[src/rtl/huff_region_sched_if.sv]
// Bundles the scheduler's config, serial-bit, decoder-bank and pair-output signals.
// slave = the scheduler itself; master = the surrounding parser/decoder-bank/requantizer side.
interface huff_region_sched_if #(
  parameter int IDX_W = 9
);
  logic                    start_i;
  logic [IDX_W-1:0]        big_values_i;
  logic [IDX_W-1:0]        region0_pairs_i;
  logic [IDX_W-1:0]        region1_pairs_i;
  logic [4:0]              table_sel0_i;
  logic [4:0]              table_sel1_i;
  logic [4:0]              table_sel2_i;
  logic                    bit_valid_i;
  logic                    bit_data_i;
  logic                    bit_ready_o;
  logic [4:0]              ht_sel_o;
  logic                    ht_clr_o;
  logic                    ht_axiiv_o;
  logic                    ht_axiid_o;
  logic                    ht_axiov_i;
  logic signed [15:0]      ht_x_i;
  logic signed [15:0]      ht_y_i;
  logic                    pair_valid_o;
  logic signed [15:0]      pair_x_o;
  logic signed [15:0]      pair_y_o;
  logic [IDX_W-1:0]        pair_idx_o;
  logic                    done_o;
  logic                    err_o;

  modport slave (
    input  start_i, big_values_i, region0_pairs_i, region1_pairs_i,
           table_sel0_i, table_sel1_i, table_sel2_i,
           bit_valid_i, bit_data_i, ht_axiov_i, ht_x_i, ht_y_i,
    output bit_ready_o, ht_sel_o, ht_clr_o, ht_axiiv_o, ht_axiid_o,
           pair_valid_o, pair_x_o, pair_y_o, pair_idx_o, done_o, err_o
  );

  modport master (
    output start_i, big_values_i, region0_pairs_i, region1_pairs_i,
           table_sel0_i, table_sel1_i, table_sel2_i,
           bit_valid_i, bit_data_i, ht_axiov_i, ht_x_i, ht_y_i,
    input  bit_ready_o, ht_sel_o, ht_clr_o, ht_axiiv_o, ht_axiid_o,
           pair_valid_o, pair_x_o, pair_y_o, pair_idx_o, done_o, err_o
  );
endinterface

[src/rtl/huff_region_sched.sv]
// Walks the big_values region of one granule: picks the Huffman table per region,
// gates serial bits into the selected decoder and streams indexed (x,y) pairs out.
module huff_region_sched #(
  parameter int MAX_PAIRS = 288,
  parameter int IDX_W     = 9
) (
  input  logic               clk,
  input  logic               rst_n,
  huff_region_sched_if.slave bus
);

  typedef enum logic [2:0] {
    S_IDLE,
    S_CHECK,
    S_SELECT,
    S_DECODE,
    S_ZERO,
    S_FIN
  } state_t;

  localparam logic [IDX_W-1:0] MAX_P = IDX_W'(MAX_PAIRS);

  state_t             state_q;
  logic [IDX_W-1:0]   big_q, b0_q, b1_q;
  logic [4:0]         tbl0_q, tbl1_q, tbl2_q;
  logic [IDX_W-1:0]   pair_cnt_q, pair_idx_q;
  logic [4:0]         ht_sel_q;
  logic               ht_clr_q, pair_valid_q, done_q, err_q;
  logic signed [15:0] pair_x_q, pair_y_q;

  logic [IDX_W-1:0]   b0_d, b1_d;
  logic [IDX_W:0]     sum01;
  logic [IDX_W-1:0]   cnt_inc;
  logic [4:0]         sel_cur, sel_inc;
  logic               at_end, at_bound, bad_cfg, in_decode;

  // Region bounds clamped to big_values; the extra adder bit keeps b0+region1 from wrapping.
  always_comb begin
    b0_d  = (bus.region0_pairs_i < bus.big_values_i) ? bus.region0_pairs_i : bus.big_values_i;
    sum01 = {1'b0, b0_d} + {1'b0, bus.region1_pairs_i};
    b1_d  = (sum01 < {1'b0, bus.big_values_i}) ? sum01[IDX_W-1:0] : bus.big_values_i;
  end

  assign cnt_inc  = pair_cnt_q + IDX_W'(1);
  assign at_end   = (cnt_inc == big_q);
  assign at_bound = (cnt_inc == b0_q) || (cnt_inc == b1_q);

  // Table lookup naturally skips empty regions: the first region whose bound exceeds the count wins.
  assign sel_cur = (pair_cnt_q < b0_q) ? tbl0_q : (pair_cnt_q < b1_q) ? tbl1_q : tbl2_q;
  assign sel_inc = (cnt_inc < b0_q) ? tbl0_q : (cnt_inc < b1_q) ? tbl1_q : tbl2_q;

  assign bad_cfg = (big_q > MAX_P)
                 || (tbl0_q == 5'd4) || (tbl0_q == 5'd14)
                 || (tbl1_q == 5'd4) || (tbl1_q == 5'd14)
                 || (tbl2_q == 5'd4) || (tbl2_q == 5'd14);

  always_ff @(posedge clk or negedge rst_n) begin
    if (!rst_n) begin
      state_q      <= S_IDLE;
      big_q        <= '0;
      b0_q         <= '0;
      b1_q         <= '0;
      tbl0_q       <= '0;
      tbl1_q       <= '0;
      tbl2_q       <= '0;
      pair_cnt_q   <= '0;
      pair_idx_q   <= '0;
      ht_sel_q     <= '0;
      ht_clr_q     <= 1'b0;
      pair_valid_q <= 1'b0;
      done_q       <= 1'b0;
      err_q        <= 1'b0;
      pair_x_q     <= '0;
      pair_y_q     <= '0;
    end else begin
      pair_valid_q <= 1'b0;
      done_q       <= 1'b0;
      ht_clr_q     <= 1'b0;
      if (bus.start_i) begin
        big_q      <= bus.big_values_i;
        b0_q       <= b0_d;
        b1_q       <= b1_d;
        tbl0_q     <= bus.table_sel0_i;
        tbl1_q     <= bus.table_sel1_i;
        tbl2_q     <= bus.table_sel2_i;
        pair_cnt_q <= '0;
        err_q      <= 1'b0;
        ht_clr_q   <= 1'b1;
        state_q    <= S_CHECK;
      end else begin
        unique case (state_q)
          S_IDLE: state_q <= S_IDLE;
          S_CHECK: begin
            if (bad_cfg) begin
              err_q   <= 1'b1;
              done_q  <= 1'b1;
              state_q <= S_IDLE;
            end else if (big_q == '0) begin
              done_q  <= 1'b1;
              state_q <= S_IDLE;
            end else begin
              ht_sel_q <= sel_cur;
              ht_clr_q <= 1'b1;
              state_q  <= S_SELECT;
            end
          end
          S_SELECT: state_q <= (ht_sel_q == 5'd0) ? S_ZERO : S_DECODE;
          S_DECODE, S_ZERO: begin
            // ZERO emits a pair every cycle; DECODE only when the decoder reports one.
            if (state_q == S_ZERO || bus.ht_axiov_i) begin
              pair_valid_q <= 1'b1;
              pair_idx_q   <= pair_cnt_q;
              pair_x_q     <= (state_q == S_ZERO) ? 16'sd0 : bus.ht_x_i;
              pair_y_q     <= (state_q == S_ZERO) ? 16'sd0 : bus.ht_y_i;
              pair_cnt_q   <= cnt_inc;
              if (at_end) begin
                state_q <= S_FIN;
              end else if (at_bound) begin
                ht_sel_q <= sel_inc;
                ht_clr_q <= 1'b1;
                state_q  <= S_SELECT;
              end
            end
          end
          S_FIN: begin
            done_q  <= 1'b1;
            state_q <= S_IDLE;
          end
          default: state_q <= S_IDLE;
        endcase
      end
    end
  end

  // Bits are held back while the decoder presents a pair so none leaks into the next pair.
  assign in_decode      = (state_q == S_DECODE);
  assign bus.bit_ready_o  = in_decode & bus.bit_valid_i & ~bus.ht_axiov_i;
  assign bus.ht_axiiv_o   = in_decode & bus.bit_valid_i & ~bus.ht_axiov_i;
  assign bus.ht_axiid_o   = in_decode & bus.bit_data_i;
  assign bus.ht_clr_o     = ht_clr_q | (in_decode & bus.ht_axiov_i);
  assign bus.ht_sel_o     = ht_sel_q;
  assign bus.pair_valid_o = pair_valid_q;
  assign bus.pair_x_o     = pair_x_q;
  assign bus.pair_y_o     = pair_y_q;
  assign bus.pair_idx_o   = pair_idx_q;
  assign bus.done_o       = done_q;
  assign bus.err_o        = err_q;

endmodule
[src/flat_wrapper.sv]
// flat-port wrapper written by rule: the top's interface ports become plain ports
module huff_region_sched_flat 
#(
  parameter int MAX_PAIRS = 288,
  parameter int IDX_W     = 9
)
  (clk, rst_n, bus_start_i, bus_big_values_i, bus_region0_pairs_i, bus_region1_pairs_i, bus_table_sel0_i, bus_table_sel1_i, bus_table_sel2_i, bus_bit_valid_i, bus_bit_data_i, bus_ht_axiov_i, bus_ht_x_i, bus_ht_y_i, bus_bit_ready_o, bus_ht_sel_o, bus_ht_clr_o, bus_ht_axiiv_o, bus_ht_axiid_o, bus_pair_valid_o, bus_pair_x_o, bus_pair_y_o, bus_pair_idx_o, bus_done_o, bus_err_o);
  huff_region_sched_if #(.IDX_W(IDX_W)) bus_i ();
  input  logic clk;
  input  logic rst_n;
  input wire logic [$bits(bus_i.start_i)-1:0] bus_start_i;
  input wire logic [$bits(bus_i.big_values_i)-1:0] bus_big_values_i;
  input wire logic [$bits(bus_i.region0_pairs_i)-1:0] bus_region0_pairs_i;
  input wire logic [$bits(bus_i.region1_pairs_i)-1:0] bus_region1_pairs_i;
  input wire logic [$bits(bus_i.table_sel0_i)-1:0] bus_table_sel0_i;
  input wire logic [$bits(bus_i.table_sel1_i)-1:0] bus_table_sel1_i;
  input wire logic [$bits(bus_i.table_sel2_i)-1:0] bus_table_sel2_i;
  input wire logic [$bits(bus_i.bit_valid_i)-1:0] bus_bit_valid_i;
  input wire logic [$bits(bus_i.bit_data_i)-1:0] bus_bit_data_i;
  input wire logic [$bits(bus_i.ht_axiov_i)-1:0] bus_ht_axiov_i;
  input wire logic [$bits(bus_i.ht_x_i)-1:0] bus_ht_x_i;
  input wire logic [$bits(bus_i.ht_y_i)-1:0] bus_ht_y_i;
  output wire logic [$bits(bus_i.bit_ready_o)-1:0] bus_bit_ready_o;
  output wire logic [$bits(bus_i.ht_sel_o)-1:0] bus_ht_sel_o;
  output wire logic [$bits(bus_i.ht_clr_o)-1:0] bus_ht_clr_o;
  output wire logic [$bits(bus_i.ht_axiiv_o)-1:0] bus_ht_axiiv_o;
  output wire logic [$bits(bus_i.ht_axiid_o)-1:0] bus_ht_axiid_o;
  output wire logic [$bits(bus_i.pair_valid_o)-1:0] bus_pair_valid_o;
  output wire logic [$bits(bus_i.pair_x_o)-1:0] bus_pair_x_o;
  output wire logic [$bits(bus_i.pair_y_o)-1:0] bus_pair_y_o;
  output wire logic [$bits(bus_i.pair_idx_o)-1:0] bus_pair_idx_o;
  output wire logic [$bits(bus_i.done_o)-1:0] bus_done_o;
  output wire logic [$bits(bus_i.err_o)-1:0] bus_err_o;
  assign bus_i.start_i = bus_start_i;
  assign bus_i.big_values_i = bus_big_values_i;
  assign bus_i.region0_pairs_i = bus_region0_pairs_i;
  assign bus_i.region1_pairs_i = bus_region1_pairs_i;
  assign bus_i.table_sel0_i = bus_table_sel0_i;
  assign bus_i.table_sel1_i = bus_table_sel1_i;
  assign bus_i.table_sel2_i = bus_table_sel2_i;
  assign bus_i.bit_valid_i = bus_bit_valid_i;
  assign bus_i.bit_data_i = bus_bit_data_i;
  assign bus_i.ht_axiov_i = bus_ht_axiov_i;
  assign bus_i.ht_x_i = bus_ht_x_i;
  assign bus_i.ht_y_i = bus_ht_y_i;
  assign bus_bit_ready_o = bus_i.bit_ready_o;
  assign bus_ht_sel_o = bus_i.ht_sel_o;
  assign bus_ht_clr_o = bus_i.ht_clr_o;
  assign bus_ht_axiiv_o = bus_i.ht_axiiv_o;
  assign bus_ht_axiid_o = bus_i.ht_axiid_o;
  assign bus_pair_valid_o = bus_i.pair_valid_o;
  assign bus_pair_x_o = bus_i.pair_x_o;
  assign bus_pair_y_o = bus_i.pair_y_o;
  assign bus_pair_idx_o = bus_i.pair_idx_o;
  assign bus_done_o = bus_i.done_o;
  assign bus_err_o = bus_i.err_o;
  huff_region_sched #(.MAX_PAIRS(MAX_PAIRS), .IDX_W(IDX_W)) u_core (.clk(clk), .rst_n(rst_n), .bus(bus_i));
endmodule
[config.mk]
export PLATFORM = sky130hd
export DESIGN_NAME = huff_region_sched_flat
export DESIGN_NICKNAME = d
export VERILOG_FILES = /design/src/rtl/huff_region_sched_if.sv /design/src/rtl/huff_region_sched.sv /design/src/flat_wrapper.sv
export SDC_FILE = /design/constraint.sdc
export NUM_CORES = 1
export LEC_CHECK = 0
export ABC_AREA = 0
export CORE_MARGIN = 2
export CORE_UTILIZATION = 57
export DETAILED_ROUTE_END_ITERATION = 8
export PLACE_DENSITY = 0.87
export SETUP_SLACK_MARGIN = 0.2
export SLEW_MARGIN = 15
export SYNTH_ARGS = -nofsm -noshare
export SYNTH_HDL_FRONTEND = slang
export SYNTH_SLANG_ARGS = --single-unit
[constraint.sdc]
create_clock -name clk -period 5.67 [get_ports clk]
set_clock_uncertainty 0.1 [all_clocks]
set_input_delay 1.701 -clock clk [delete_from_list [all_inputs] [get_ports clk]]
set_output_delay 1.701 -clock clk [all_outputs]
set_load 0.01 [all_outputs]
### Word-level counts from Yosys, hierarchy flattened

Cells that the tools add are included.

* input bits: 80
* output and inout port bits: 53
* bits in registers: 104

* multiplexer cells: 42
* equal/unequal tests: 21
* bitwise gates (word level): 7
* add/sub/neg operators: 2
* $lt $le $gt $ge: 7
* reduce and logical (&&, ||, !) cells: 21

Operators by type and width (count)
* $lt 9x9->1: 5
* $mux 5: 9
* $mux 9: 5
* $mux 16: 2
* $eq 9x9->1: 3
* $mux 3: 6
* $eq 5x3->1 const B: 3
* $eq 5x4->1 const B: 3
* $mux 1: 15
* $add 9x9->10: 1
* $lt 10x9->1: 1
* $pmux 5 s2: 1
* $reduce_bool 2->1: 5
* $add 9x1->9 const B: 1
* $gt 9x9->1 const B: 1
* $logic_not 9->1: 1
* $pmux 3 s3: 1
* $logic_or 1x1->1: 8
* $reduce_and 7->1: 1
* $eq 3x2->1 const B: 2
* $eq 3x3->1 const B: 2
* $ne 2x2->1 const B: 3
* $reduce_and 2->1: 3
* $logic_not 5->1: 1
* 11 further kinds: 17

### Depth between registers and ports, before layout

Gate-level depths: netlist of the first run.

* depth in word-level cells: 10
* mapped depth: 23

### Worst setup path after synthesis of the first run

Ideal clock, no wire load.

* path kind: input to register
* from: in bus_big_values_i[1]
* to: reg u_core.b1_q[6]
* stages: 22
* slack: -0.347 ns
* data arrival time: 5.771 ns
* data required time: 5.424 ns
* cells stage by stage: inv_1 > ha_1 > a21oi_1 > o21ai_0 > a41oi_1 > a21oi_2 > mux2i_1 > inv_1 > ha_1 > a21o_1 > a211oi_1 > nor2_1 > nor2_1 > xnor2_1 > ha_1 > and3_1 > a2111o_1 > a31oi_1 > o211ai_1 > clkbuf_1 > nand3_1 > o221ai_1

* word-level cells in the longest chain between the ends: 5

Ends and longest elaborated chain
* from (decl): RTL line flat_wrapper.sv:12 `input wire logic [$bits(bus_i.big_values_i)-1:0] bus_big_values_i;`
* $lt 9x9->1: RTL line huff_region_sched.sv:39 `b0_d = (bus.region0_pairs_i < bus.big_values_i) ? bus.region0_pairs_i : bus.big_values_i;`
* $mux 9 (*): RTL line huff_region_sched.sv:39
* named net u_core.b0_d[1]: RTL line huff_region_sched.sv:31 `logic [IDX_W-1:0] b0_d, b1_d;`
* $add 9x9->10 (*): RTL line huff_region_sched.sv:40 `sum01 = {1'b0, b0_d} + {1'b0, bus.region1_pairs_i};`
* $lt 10x9->1: RTL line huff_region_sched.sv:41 `b1_d = (sum01 < {1'b0, bus.big_values_i}) ? sum01[IDX_W-1:0] : bus.big_values_i;`
* $mux 9 (*): RTL line huff_region_sched.sv:41
* to (signal assigned): RTL line huff_region_sched.sv:62 `b1_q <= '0;`
* to (signal assigned): RTL line huff_region_sched.sv:82 `b1_q <= b1_d;`
* to (decl): RTL line huff_region_sched.sv:24 `logic [IDX_W-1:0] big_q, b0_q, b1_q;`

The timed path passes the listed nets; every way through them passes the cells marked *.
A chain may end at the register's enable or synchronous reset.

### Final worst setup path of the first run

* from: in bus_big_values_i[3]
* to: reg u_core.b1_q[0]

* word-level cells in the longest chain between the ends: 5

Ends and longest elaborated chain (RTL line)
* $lt 9x9->1: huff_region_sched.sv:39
* $mux 9: huff_region_sched.sv:39
* named net u_core.b0_d[1]: huff_region_sched.sv:31
* $add 9x9->10: huff_region_sched.sv:40
* $lt 10x9->1: huff_region_sched.sv:41
* $mux 9: huff_region_sched.sv:41

The timed path passes the listed nets, and every way through them passes these cells.

==> results of run 1 <==
-- power groups by stage --
stage               registers (mW)  clock network (mW)  logic [mW]
finish                        1.07               0.600        1.25
detailed placement            1.09                   0        1.19
CTS                           1.07               0.610        1.23
global route                  1.09               0.639        1.37
floorplan                     1.12                   0       0.554
global placement              1.07                   0        1.14
-- cell usage after synthesis, drive strengths merged, types with 2 or more instances --
master,number,area [um2]
o221a,3,33.78
nand3,48,257.8
a21oi,30,165.2
ha,62,775.7
dfrtp,104,2603
or4,3,22.52
nor4,3,40.04
nand4b,2,17.52
o22ai,2,12.51
nor2b,7,43.79
o211ai,5,37.54
o221ai,10,105.1
nor2,31,116.4
buf,12,60.05
inv,35,131.4
and2,5,33.78
nor3b,2,15.01
nand4,3,18.77
nor3,10,55.05
o21ai,18,90.08
a21o,4,30.03
clkbuf,17,63.81
a31oi,7,43.79
a211oi,2,15.01
and3,3,18.77
a31o,2,17.52
nand2b,10,62.56
mux2,49,570.6
xnor2,17,148.9
or2,4,25.03
nor4b,4,35.03
xor2,12,105.1
o21a,3,22.52
nand2,122,465.5
a22oi,2,15.01
xnor3,2,45.04
mux2i,10,100.1
or3,5,31.28
-- timing repair --
item	in CTS	in global routing
endpoints found under the setup margin	9	9
gates resized for setup	55	11
gates cloned	1	0
buffers inserted	5	1
pin swaps	18	13
-- cells by family after synthesis --
kind of cell	Yosys count	synth area share
mux	59	0.1017
flops	104	0.3946
simple gates	263	0.1922
xor+xnor	31	0.04534
compound gates	101	0.1068
buf+inv	64	0.03870
fa+ha+maj	63	0.1207
-- through the flow --
stage	hold slack, ns	power (mW)	area, um2
after floorplan	0.3807	1.673	6724
after global placement	0.3490	2.207	8487
after detailed placement	0.3565	2.276	8487
after CTS	0.3715	2.910	8892
after global routing	0.3971	3.101	8949
final	0.3653	2.924	8949
-- registers in the layout, summed over array words and instances (netlist names) --
signal                   flops
u_core.b0_q                  9
u_core.bus.pair_x_o         16
u_core.tbl0_q                5
u_core.tbl1_q                5
u_core.big_q                 9
u_core.tbl2_q                5
u_core.b1_q                  9
u_core.state_q               3
u_core.bus.pair_valid_o      1
u_core.ht_clr_q              1
u_core.pair_cnt_q            9
u_core.bus.pair_y_o         16
u_core.bus.pair_idx_o        9
u_core.bus.done_o            1
u_core.bus.ht_sel_o          5
u_core.bus.err_o             1
-- worst paths after layout --
path / startpoint / end / slack [ns] / depth (start not counted)
worst max-delay path: bus_big_values_i[3] / u_core.b1_q[0] / -0.05 / 25
worst min-delay path: u_core.bus.pair_y_o[14] / u_core.bus.pair_y_o[14] / 0.37 / 2
worst max register to register: u_core.pair_cnt_q[0] / u_core.bus.ht_sel_o[3] / 1.68 / 12
worst min register to register: u_core.bus.pair_y_o[14] / u_core.bus.pair_y_o[14] / 0.37 / 2
max in group asynchronous: rst_n / u_core.bus.pair_x_o[2] / 3.15 / 2
min in group asynchronous: rst_n / u_core.bus.pair_x_o[15] / 1.37 / 1
-- area by class of cell --
| type | count | area share |
|---|---|---|
| Timing Repair Buffer | 192 | 0.1945 |
| Sequential cell | 104 | 0.2908 |
| Tap cell | 143 | 0.01999 |
| Multi-Input combinational cell | 517 | 0.4445 |
| Clock buffer | 10 | 0.02671 |
| Inverter | 35 | 0.01720 |
| Clock inverter | 6 | 0.006292 |
-- layer usage --
metal | global-route usage | wire (um) | vias up
li1 | - | - | 2768
met2 | 0.4943 | 8566 | 201
met4 | 0.09794 | 486 | 0
met1 | 0.3633 | 7377 | 2772
met5 | 0 | 0 | -
met3 | 0.04300 | 796 | 36
-- critical path, delay by kind of cell --
family | cells | cell delay (ns)
compound gates | 9 | 1.69
fa+ha+maj | 3 | 0.86
buf+inv | 6 | 0.58
simple gates | 4 | 0.44
mux | 2 | 0.39
xor+xnor | 1 | 0.16
==> run_results.csv, run 1 <==
group,metric,value,unit
worst_setup_path,crit_type,"input pin to flip-flop",
synth,synth_ff_type,"dfrtp_1",
status,run_status,"complete, but fails checks",
synth,synth-seq-area-share,0.3946,
worst_setup_path,path_common_cell,"buf_6",
synth,synthesis.nets,828,
route,vias,5777,
pwr,powerDensity,326.8,mW/mm2
synth,synth_area,0.006595,mm2
worst_setup_path,path_max_fanout,8,
die,die_x,111.6,um
die,start_util,0.5801,
placement,place.gp.congestion,0.8955,
die,fp-row-count,39,
layout,antenna_cells,0,
clock_network,clock-sinks,104,
clock_network,cts-htree-levels,3,
placement,dp.cells,984,
pwr,pwr-share-seq,0.367,
pwr,switchingPower,0.9951,mW
job,drv_cap,0,
global_route,grt_start_max_net_pins,76,
sta,max_slew_margin,0.4031,
pwr,p_int,1.929,mW
die,core-area,0.01137,mm2
placement,port_buffers,132,
clock_network,clk_pin_slew_worst_paths,0.07,ns
clock_network,cts_tree,"yes",
clock_network,cts_buffer_depth,2,
clock_network,numCtsBuffers,9,
layout,fin_nets,1002,
global_route,grt_pass1_vias,5968,
global_route,grt_use_total,0.2838,
route,via_per_inst,5.737,
status,violations,"setup timing",
pwr,p_comb_frac,0.428,
route,wl_per_cell,17.11,um
layout,final-seq-area,0.002603,mm2
layout,final_common_cell,"nand2_1",
die,io_pins,133,
synth,async_flop_share,1.000,
placement,dp_slack,-0.9558,ns
sta,fin_crit_sh,1.010,
synth,synth_edf_count,0,
route,drtIter0Drc,455,
worst_setup_path,crit_path_start_kind,"input pin",
sta,fin_setup_tns,-0.2249,ns
placement,dpl.hpwl,13.05,mm
sta,fin_crit,5.725,ns
sta,maxSlewViolCount,0,
worst_setup_path,worstPathRequired,5.78,ns
layout,syn_to_final_growth,35.69,%
sta,max_freq,174.7,MHz
synth,ys_warn_count,0,
sta,hold_viol,0,
synth,synth_seq_cells,104,
clock_network,clock_latency,0.35,ns
sta,setup-violations-final,7,
route,first_pass_iters,6,
worst_setup_path,cpMaxStageDelayCell,"a2111o_1",
pwr,leakagePower,4.182,nW
die,die_area,0.01245,mm2
layout,post-route-util,0.7871,
synth,syn_avg_cell_area,9.628,um2
global_route,grt_pass1_wl,28.83,mm
sta,grt_setup_unrepaired,"yes",
synth,netlist_instances,685,
global_route,antenna_found_initial,0,
pwr,sw_frac_of_total,0.3403,
route,ant_nets,0,
pwr,clock_power_share,0.205,
layout,instances_no_fill,1007,
worst_setup_path,arrival,5.83,ns
hold_path,hold_class,"flip-flop to flip-flop",
route,detail_route.wirelength,17.23,mm
clock_network,ctsHoldBuffers,0,
sta,worst_pin_slew,0.8953,ns
global_route,grt_overflow,0,
route,drc,0,
pwr,ir_worst_vdd,0.0002955,V
layout,nFillCells,716,
layout,final_cell_mix,"nand2_1, clkdlybuf4s50_1, dfrtp_1",
sta,setup_ws,-0.05456,ns
layout,drive_above_1_share,0.2222,
worst_setup_path,critPathCaptureType,"flip-flop",
layout,multi_input_area,0.003978,mm2
synth,ys_types,69,
clock_network,cts_root_buffer,"clkbuf_16",
die,fp.dieH,111.6,um
worst_setup_path,critical_path.max_stage_delay,0.37,ns
Power figures use the tool's default switching activity.
==> run 2: changes to the inputs <==
--- a/config.mk
+++ b/config.mk
@@ -9,6 +9,7 @@
 export CORE_MARGIN = 2
 export CORE_UTILIZATION = 57
 export DETAILED_ROUTE_END_ITERATION = 8
+export GPL_TIMING_DRIVEN = 0
 export PLACE_DENSITY = 0.87
 export SETUP_SLACK_MARGIN = 0.2
 export SLEW_MARGIN = 15
==> run 2 against run 1 <==
  * The run still ends with setup timing left
  * Non-clock buffer count shrank 13
  * Sequential cell count is the same
  * Die area is the same
  * Sequential share of layout area grew 0.41 points
  * Combinational power is essentially flat
  * Via count grew 0.17%
  * Setup slack gained 0.043 ns
==> run_results.csv, run 2 (synthesized netlist as in run 1, its figures left out) <==
group,metric,value,unit
route,first_pass_iters,5,
route,vias,5787,
pwr,power,2.925,mW
pwr,clock_power_share,0.220,
worst_setup_path,critPathCaptureType,"flip-flop",
pwr,ir_worst_vdd,0.0002553,V
layout,antenna_cells,0,
worst_setup_path,crit_path_start_kind,"input pin",
sta,worst_pin_slew,0.7197,ns
clock_network,cts_buffer_depth,2,
placement,dpl_cell_area,0.008253,mm2
global_route,grt_start_max_net_pins,79,
worst_setup_path,arrival,5.79,ns
worst_setup_path,crit_start,"bus_big_values_i[8]",
status,run_status,"complete, but fails checks",
pwr,powerDensity,331.5,mW/mm2
pwr,leakagePower,4.075,nW
sta,setup-violations-final,4,
clock_network,numCtsBuffers,9,
route,drtIter0Drc,573,
placement,dp.cells,961,
worst_setup_path,path_max_fanout,10,
clock_network,clock-sinks,104,
sta,setup_ws,-0.01185,ns
layout,post-route-util,0.7762,
worst_setup_path,worstPathRequired,5.78,ns
route,wl_per_cell,17.74,um
sta,max_slew_margin,0.5170,
status,violations,"setup timing",
die,die_area,0.01245,mm2
die,fp.dieH,111.6,um
global_route,grt_pass1_vias,5960,
global_route,grt_use_total,0.2878,
sta,hold_viol,0,
layout,final_cell_mix,"nand2_1, clkdlybuf4s50_1, dfrtp_1",
global_route,grt_overflow,0,
sta,fin_setup_tns,-0.03080,ns
die,io_pins,133,
layout,drive_above_1_share,0.1868,
pwr,sw_frac_of_total,0.3362,
worst_setup_path,crit_type,"input pin to flip-flop",
route,ant_nets,0,
layout,fin_nets,989,
pwr,p_comb_frac,0.417,
sta,fin_crit_sh,1.002,
die,core-area,0.01137,mm2
pwr,p_int,1.942,mW
sta,max_freq,176.0,MHz
hold_path,hold_class,"flip-flop to flip-flop",
layout,instances_no_fill,994,
route,detail_route.wirelength,17.63,mm
die,die_x,111.6,um
die,fp-row-count,39,
route,drc,0,
pwr,pwr-share-seq,0.363,
die,start_util,0.5801,
layout,final_cell_area,0.008825,mm2
clock_network,clock_latency,0.35,ns
global_route,antenna_found_initial,0,
layout,syn_to_final_growth,33.81,%
placement,dpl.hpwl,13.37,mm
route,via_per_inst,5.822,
clock_network,ctsHoldBuffers,0,
clock_network,cts_tree,"yes",
hold_path,min_from,"u_core.bus.pair_x_o[8]",
sta,grt_setup_unrepaired,"yes",
worst_setup_path,r2r-start,"u_core.pair_cnt_q[1]",
clock_network,clk_pin_slew_worst_paths,0.07,ns
placement,place.gp.congestion,1.008,
job,drv_cap,0,
sta,hold-worst-slack,0.3704,ns
pwr,switchingPower,0.9833,mW
clock_network,cts_root_buffer,"clkbuf_16",
layout,final_common_cell,"nand2_1",
worst_setup_path,regToRegSetupSlack,1.72,ns
clock_network,cts-htree-levels,3,
global_route,grt_pass1_wl,29.09,mm
sta,fin_crit,5.682,ns
placement,dp_slack,-1.568,ns
placement,port_buffers,132,
sta,maxSlewViolCount,0,
[run 2: changes by cell type in the layout (fill, tap and decap cells not counted), sizes merged, moves of 2 or more]
cell	change
dlygate4sd2	-8
clkinv	-5
clkbuf	+22
buf	-28
clkinvlp	+2
[run 2: layout make-up]
class | count | area [um2]
multi-input cells | 517 | 3979
flip-flops and latches | 104 | 2603
fillers | 726 | 2545
repair buffers | 150 | 1475
clock buffers | 11 | 242.7
well taps | 143 | 178.9
inverters | 35 | 153.9
plain buffers | 29 | 127.6
clock inverters | 5 | 65.06
[run 2: final timing paths]
kind | endpoint | depth (start not counted)
setup / recovery | u_core.b1_q[8] | 23
hold / removal | u_core.bus.pair_x_o[8] | 2
setup reg to reg | u_core.bus.ht_sel_o[3] | 12
hold reg to reg | u_core.bus.pair_x_o[8] | 2
max in group asynchronous | u_core.b1_q[7] | 2
min in group asynchronous | u_core.bus.pair_x_o[15] | 1
[run 2: power groups by stage]
stage	Clock (mW)	Combinational, mW	Sequential [mW]
floorplan	0	0.554	1.12
global placement	0	1.09	1.07
detailed placement	0	1.14	1.07
CTS	0.646	1.19	1.06
global route	0.685	1.33	1.08
finish	0.644	1.22	1.06
[run 2: worst max-delay path: stages]
cell             delay [ns]
clkdlybuf4s15_1        0.25
inv_1                  0.11
ha_1                   0.28
o21a_1                 0.11
nor2_2                 0.14
a21oi_4                0.05
buf_12                 0.15
buf_4                  0.14
mux2_4                 0.32
ha_4                   0.30
nor2b_4                0.14
o21ai_2                0.07
a21oi_2                0.18
nor2_2                 0.07
xnor2_2                0.15
ha_1                   0.32
and3_4                 0.18
a2111o_1               0.35
a31oi_1                0.17
o211ai_1               0.17
clkbuf_4               0.24
nand3_2                0.08
o221ai_1               0.10
[run 2: repair_timing]
item,4_1_cts,5_1_grt
setup buffers,14,3
hold endpoints to repair,0,0
resized for setup,80,14
gates cloned,0,0
pin swaps,25,22
endpoints found under the setup margin,9,9
[run 2: routing by layer]
metal	GRT usage	wire length (um)	share of wire
met1	0.3676	7538	0.43
met2	0.4980	8691	0.49
met3	0.04627	925	0.052
met4	0.1037	475	0.027
met5	0	0	0
==> run 3: changes to the inputs <==
--- a/config.mk
+++ b/config.mk
@@ -12,7 +12,6 @@
 export GPL_TIMING_DRIVEN = 0
 export PLACE_DENSITY = 0.87
 export SETUP_SLACK_MARGIN = 0.2
-export SLEW_MARGIN = 15
 export SYNTH_ARGS = -nofsm -noshare
 export SYNTH_HDL_FRONTEND = slang
 export SYNTH_SLANG_ARGS = --single-unit
==> constraint.sdc (replaced) <==
create_clock -name clk -period 5.67 [get_ports clk]
set_clock_uncertainty 0.1 [all_clocks]
set_input_delay 0.567 -clock clk [delete_from_list [all_inputs] [get_ports clk]]
set_output_delay 0.567 -clock clk [all_outputs]
set_load 0.01 [all_outputs]
==> run 3 against run 2 <==
  * The flow now finishes without violations
  * Global-route usage down 0.63 points
  * Sequential cell count unchanged
  * Sequential share of layout area up 0.97 points
  * Register-to-register slack worse by 0.07 ns
  * Routed wire length down 2.3%
  * Non-clock buffer count down 10
  * Clock power about the same
  * Total power down 2.0%
  * Fmax up 8.0%
  * Cell area down 3.2%
  * Cell count down 1.0%
  * Sequential power about the same
  * Largest power group unchanged
  * Highest routed layer unchanged
==> run_results.csv, run 3 (synthesized netlist as in run 1, its figures left out) <==
group,metric,value,unit
worst_setup_path,critPathCaptureType,"flip-flop",
global_route,use_met2,0.4874,
job,drv_cap,0,
die,die_area,0.01245,mm2
sta,hold-worst-slack,0.04258,ns
global_route,met1_usage,0.3634,
clock_network,clock-sinks,104,
clock_network,clock_latency,0.35,ns
layout,final_cell_mix,"clkdlybuf4s50_1, nand2_1, dfrtp_1",
die,core-area,0.01137,mm2
sta,setup_ws,0.4093,ns
die,fp-row-count,39,
die,start_util,0.5801,
pwr,powerDensity,335.5,mW/mm2
route,wl_per_cell,17.50,um
worst_setup_path,crit_path_start_kind,"input pin",
sta,max_freq,190.1,MHz
placement,dp.cells,961,
die,die_x,111.6,um
layout,fin_nets,979,
pwr,power,2.866,mW
worst_setup_path,arrival,5.35,ns
placement,place.gp.congestion,0.9967,
layout,syn_to_final_growth,29.56,%
clock_network,cts_root_buffer,"clkbuf_16",
global_route,antenna_found_initial,0,
pwr,ir_worst_vdd,0.0002795,V
layout,drive_above_1_share,0.1260,
global_route,gr-max-usage-layer,"met2",
worst_setup_path,worstPathRequired,5.76,ns
sta,hold_viol,0,
clock_network,clk_pin_slew_worst_paths,0.07,ns
global_route,grt_pass1_vias,5929,
route,drtIter0Drc,438,
route,vias,5760,
sta,setup-violations-final,0,
sta,worst_pin_slew,0.7145,ns
sta,fin_crit_sh,0.9278,
global_route,grt_overflow,0,
global_route,grt_use_total,0.2815,
hold_path,hold_class,"input pin to async pin",
route,via_per_inst,5.854,
placement,dp_slack,-0.8336,ns
placement,port_buffers,132,
die,fp.dieH,111.6,um
route,ant_nets,0,
worst_setup_path,path_max_fanout,10,
sta,fin_crit,5.261,ns
clock_network,numCtsBuffers,9,
clock_network,cts-htree-levels,3,
route,first_pass_iters,5,
sta,max_slew_margin,0.5205,
worst_setup_path,crit_type,"input pin to flip-flop",
route,drc,0,
sta,grt_setup_unrepaired,"no",
global_route,grt_pass1_wl,28.70,mm
placement,dpl.hpwl,13.10,mm
clock_network,cts_buffer_depth,2,
die,io_pins,133,
global_route,met3_usage,0.03865,
pwr,leakagePower,4.022,nW
layout,instances_no_fill,984,
clock_network,cts_tree,"yes",
global_route,grt_start_max_net_pins,76,
layout,antenna_cells,0,
layout,nFillCells,755,
layout,final_common_cell,"clkdlybuf4s50_1",
sta,maxSlewViolCount,0,
route,detail_route.wirelength,17.22,mm
status,run_status,"finished, final reports clean",
==> run 3: changes by cell type in the layout (fill, tap and decap cells not counted), moves of 4 or more <==
cell             before  now
clkdlybuf4s50_1     113  124
buf_4                18   11
ha_1                 55   62
ha_4                  7    0
dlymetal6s2s_1        0    6
inv_1                29   35
buf_6                 4    0
clkbuf_2              4    0
==> run 3: worst max-delay path, cell delays in order <==
cell	delay, ns
clkdlybuf4s50_1	0.43
ha_1	0.31
a21oi_1	0.19
o21ai_2	0.09
a41oi_2	0.22
a21oi_4	0.12
buf_4	0.17
mux2i_4	0.18
buf_4	0.16
fa_1	0.42
nor2b_1	0.14
o21ai_0	0.10
a21oi_1	0.26
nor2_1	0.09
xnor2_1	0.22
ha_1	0.28
and3_1	0.19
a2111o_1	0.43
a31oi_2	0.18
o211ai_1	0.18
buf_4	0.21
nand3_1	0.09
o221ai_1	0.13
==> run 3: routing by layer <==
layer,wire length (um),share of wire,vias to the layer above
met4,449,0.026,0
met2,8427,0.49,256
li1,-,-,2704
met3,955,0.055,39
met5,0,0,-
met1,7385,0.43,2761
==> run 3: where the power goes <==
group	switching [mW]	internal [mW]	total (mW)	leakage, nW
Combinational	0.551	0.606	1.16	2.58
Sequential	0.128	0.938	1.07	1.30
Clock	0.275	0.370	0.645	0.150
Total	0.953	1.91	2.87	4.02
==> run 3: layout make-up <==
type / instances / area, um2 / share of cell area
Timing Repair Buffer: 140 / 1413 / 0.1653
Clock buffer: 13 / 260.3 / 0.03046
Tap cell: 143 / 178.9 / 0.02094
Buffer: 29 / 127.6 / 0.01494
Clock inverter: 3 / 47.55 / 0.005565
Inverter: 35 / 131.4 / 0.01538
Multi-Input combinational cell: 517 / 3784 / 0.4428
Sequential cell: 104 / 2603 / 0.3046
==> run 3: worst paths after layout <==
kind / startpoint / end / slack (ns) / cells past startpoint
worst max-delay path: bus_region0_pairs_i[3] / u_core.b1_q[6] / 0.41 / 23
worst min register to register: u_core.bus.pair_y_o[9] / u_core.bus.pair_y_o[9] / 0.37 / 2
min in group clk: u_core.bus.pair_y_o[9] / u_core.bus.pair_y_o[9] / 0.37 / 2
worst min-delay path: rst_n / u_core.bus.pair_x_o[10] / 0.04 / 1
max in group asynchronous: rst_n / u_core.b1_q[7] / 4.74 / 2
worst max register to register: u_core.pair_cnt_q[0] / u_core.bus.ht_sel_o[3] / 1.65 / 12
==> run 3: what timing repair did <==
item / 4_1_cts / 5_1_grt
gates resized for setup: 7 / 13
hold buffers: 0 / 0
cloned: 0 / 0
setup buffers: 4 / 3
endpoints found under the setup margin: 9 / 9
pin swaps: 3 / 5
==> run 3: through the flow <==
step                      cell area [um2]    util  TNS, ns
after global placement               8095  0.7120   -5.119
after global routing                 8544  0.7515        0
after floorplan                      6595       -        0
final                                8544  0.7515        0
after detailed placement             8120  0.7142   -6.536
after CTS                            8486  0.7463        0
==> patch, RTL diff (config.mk and constraints of run 2) <==
`IDX_W` is set to 9 in 3 places; all go to 11.
--- a/src/rtl/huff_region_sched_if.sv
+++ b/src/rtl/huff_region_sched_if.sv
@@ -3,3 +3,3 @@
 interface huff_region_sched_if #(
-  parameter int IDX_W = 9
+  parameter int IDX_W = 11
 );
--- a/src/rtl/huff_region_sched.sv
+++ b/src/rtl/huff_region_sched.sv
@@ -4,3 +4,3 @@
   parameter int MAX_PAIRS = 288,
-  parameter int IDX_W     = 9
+  parameter int IDX_W     = 11
 ) (
--- a/src/flat_wrapper.sv
+++ b/src/flat_wrapper.sv
@@ -4,3 +4,3 @@
   parameter int MAX_PAIRS = 288,
-  parameter int IDX_W     = 9
+  parameter int IDX_W     = 11
 )
Interface: changed (resized bus_big_values_i, bus_pair_idx_o, bus_region0_pairs_i and bus_region1_pairs_i); port bits go from 133 to 141. The function was not compared with the original's and may differ.
==> patch against run 2 <==
Combinational power rose by 11%; design area rose by 19%; highest routed layer unchanged; worst hold slack got worse by 0.0078 ns; final cell count rose by 21%; global-route usage rose by 2.5 points; via count rose by 29%; routed wire length rose by 36%; total power rose by 24%; worst setup slack got worse by 0.67 ns; largest cell class unchanged; sequential cell count rose by 10; synthesized area rose by 16%; the flow still finishes with violations (setup timing); core utilization rose by 2.0 points; clock power rose by 74%.
==> patch: results <==
{
  "grt_pass1_wl_mm": 35.5,
  "clkTransAtPathRegs_ns": 0.05,
  "io_buffer_count": 140,
  "pwr.group.clock_mw": 1.12,
  "seq_power_mw": 1.14,
  "stdcell_area_um2": 10500,
  "setup_ws_ns": -0.681,
  "post_drt_wl_per_cell_um": 19.8,
  "fin_hold_ws_ns": 0.363,
  "hp-start": "u_core.bus.pair_x_o[5]",
  "cellLeakagePower_nw": 4.89,
  "cts.sinks": 114,
  "syn_avg_cell_area_um2": 9.18,
  "ys_seq_area_frac": 0.372,
  "synth_compound_area_frac": 0.133,
  "setup_violations": 11,
  "multiInputGateArea_um2": 4810,
  "reg2reg_depth": 13,
  "synthAdderAreaFrac": 0.127,
  "holdPathEnd": "u_core.bus.pair_x_o[5]",
  "finalNetCount": 1181,
  "use_met3": 0.0589,
  "fill_cells": 832,
  "dp.cells": 1152,
  "bufAreaShareNonClock": 0.172,
  "dr.pass1.iters": 6,
  "clk_latency_ns": 0.42,
  "tns_ns": -6.66,
  "grtUsageMet1": 0.372,
  "crit_end": "u_core.b1_q[9]",
  "clock_buffers": 20,
  "drt_iter0_markers": 553,
  "post-place-ws_ns": -1.88,
  "cp_max_fo": 5,
  "status": "finished with violations",
  "tightest_slew_ns": 1.10,
  "drt_wl_total_mm": 23.9,
  "grt_max_degree": 67,
  "nMultiInputCombCells": 631,
  "grt_pass1_vias": 7256,
  "rrSetupSlack_ns": 1.48,
  "clock_area_frac": 0.0583,
  "n_all_inverters": 51,
  "synth_nets": 998,
  "netlist_top_cells_count": "nand2_1, dfrtp_1, ha_1, nand3_1, inv_1",
  "critical_path_arrival_ns": 6.50,
  "dpl_cell_area_um2": 9400,
  "failed_checks": "setup timing",
  "synth_xor_area_frac": 0.0465,
  "htreeDepth": 4,
  "drive_above_1_share": 0.190,
  "dp_hpwl_mm": 15.7,
  "r2r-end": "u_core.bus.ht_sel_o[2]",
  "gp_congestion": 0.898,
  "buffers": 203,
  "ir_worst_vdd_v": 0.000213,
  "regArea_um2": 2850
}
==> patch: cell types whose count changed after synthesis, sizes merged, moves of 10 or more <==
| cell | before | now |
|---|---|---|
| a21o | 4 | 17 |
| clkbuf | 17 | 27 |
| dfrtp | 104 | 114 |
| ha | 62 | 76 |
| inv | 35 | 51 |
| nor2 | 31 | 43 |
| o21ai | 18 | 41 |
==> patch: worst max-delay path, cell delays in order <==
cell           delay, ns
dlygate4sd2_1       0.30
inv_1               0.12
ha_1                0.38
o221ai_4            0.14
a21oi_4             0.26
mux2_4              0.35
ha_4                0.17
fa_2                0.34
a21o_1              0.17
a21oi_2             0.18
o21bai_2            0.12
a2111oi_4           0.37
nor2_2              0.11
o311ai_2            0.31
ha_1                0.33
a2111oi_4           0.43
o21ai_2             0.16
buf_2               0.19
o21ai_0             0.22
a31oi_1             0.14
==> patch: routing by layer <==
metal  share of wire  wire length, um  vias up
li1                -                -     3346
met1            0.39             9210     3585
met2            0.49            11800      406
met3           0.076             1810      106
met4           0.046             1110        0
met5               0                0        -
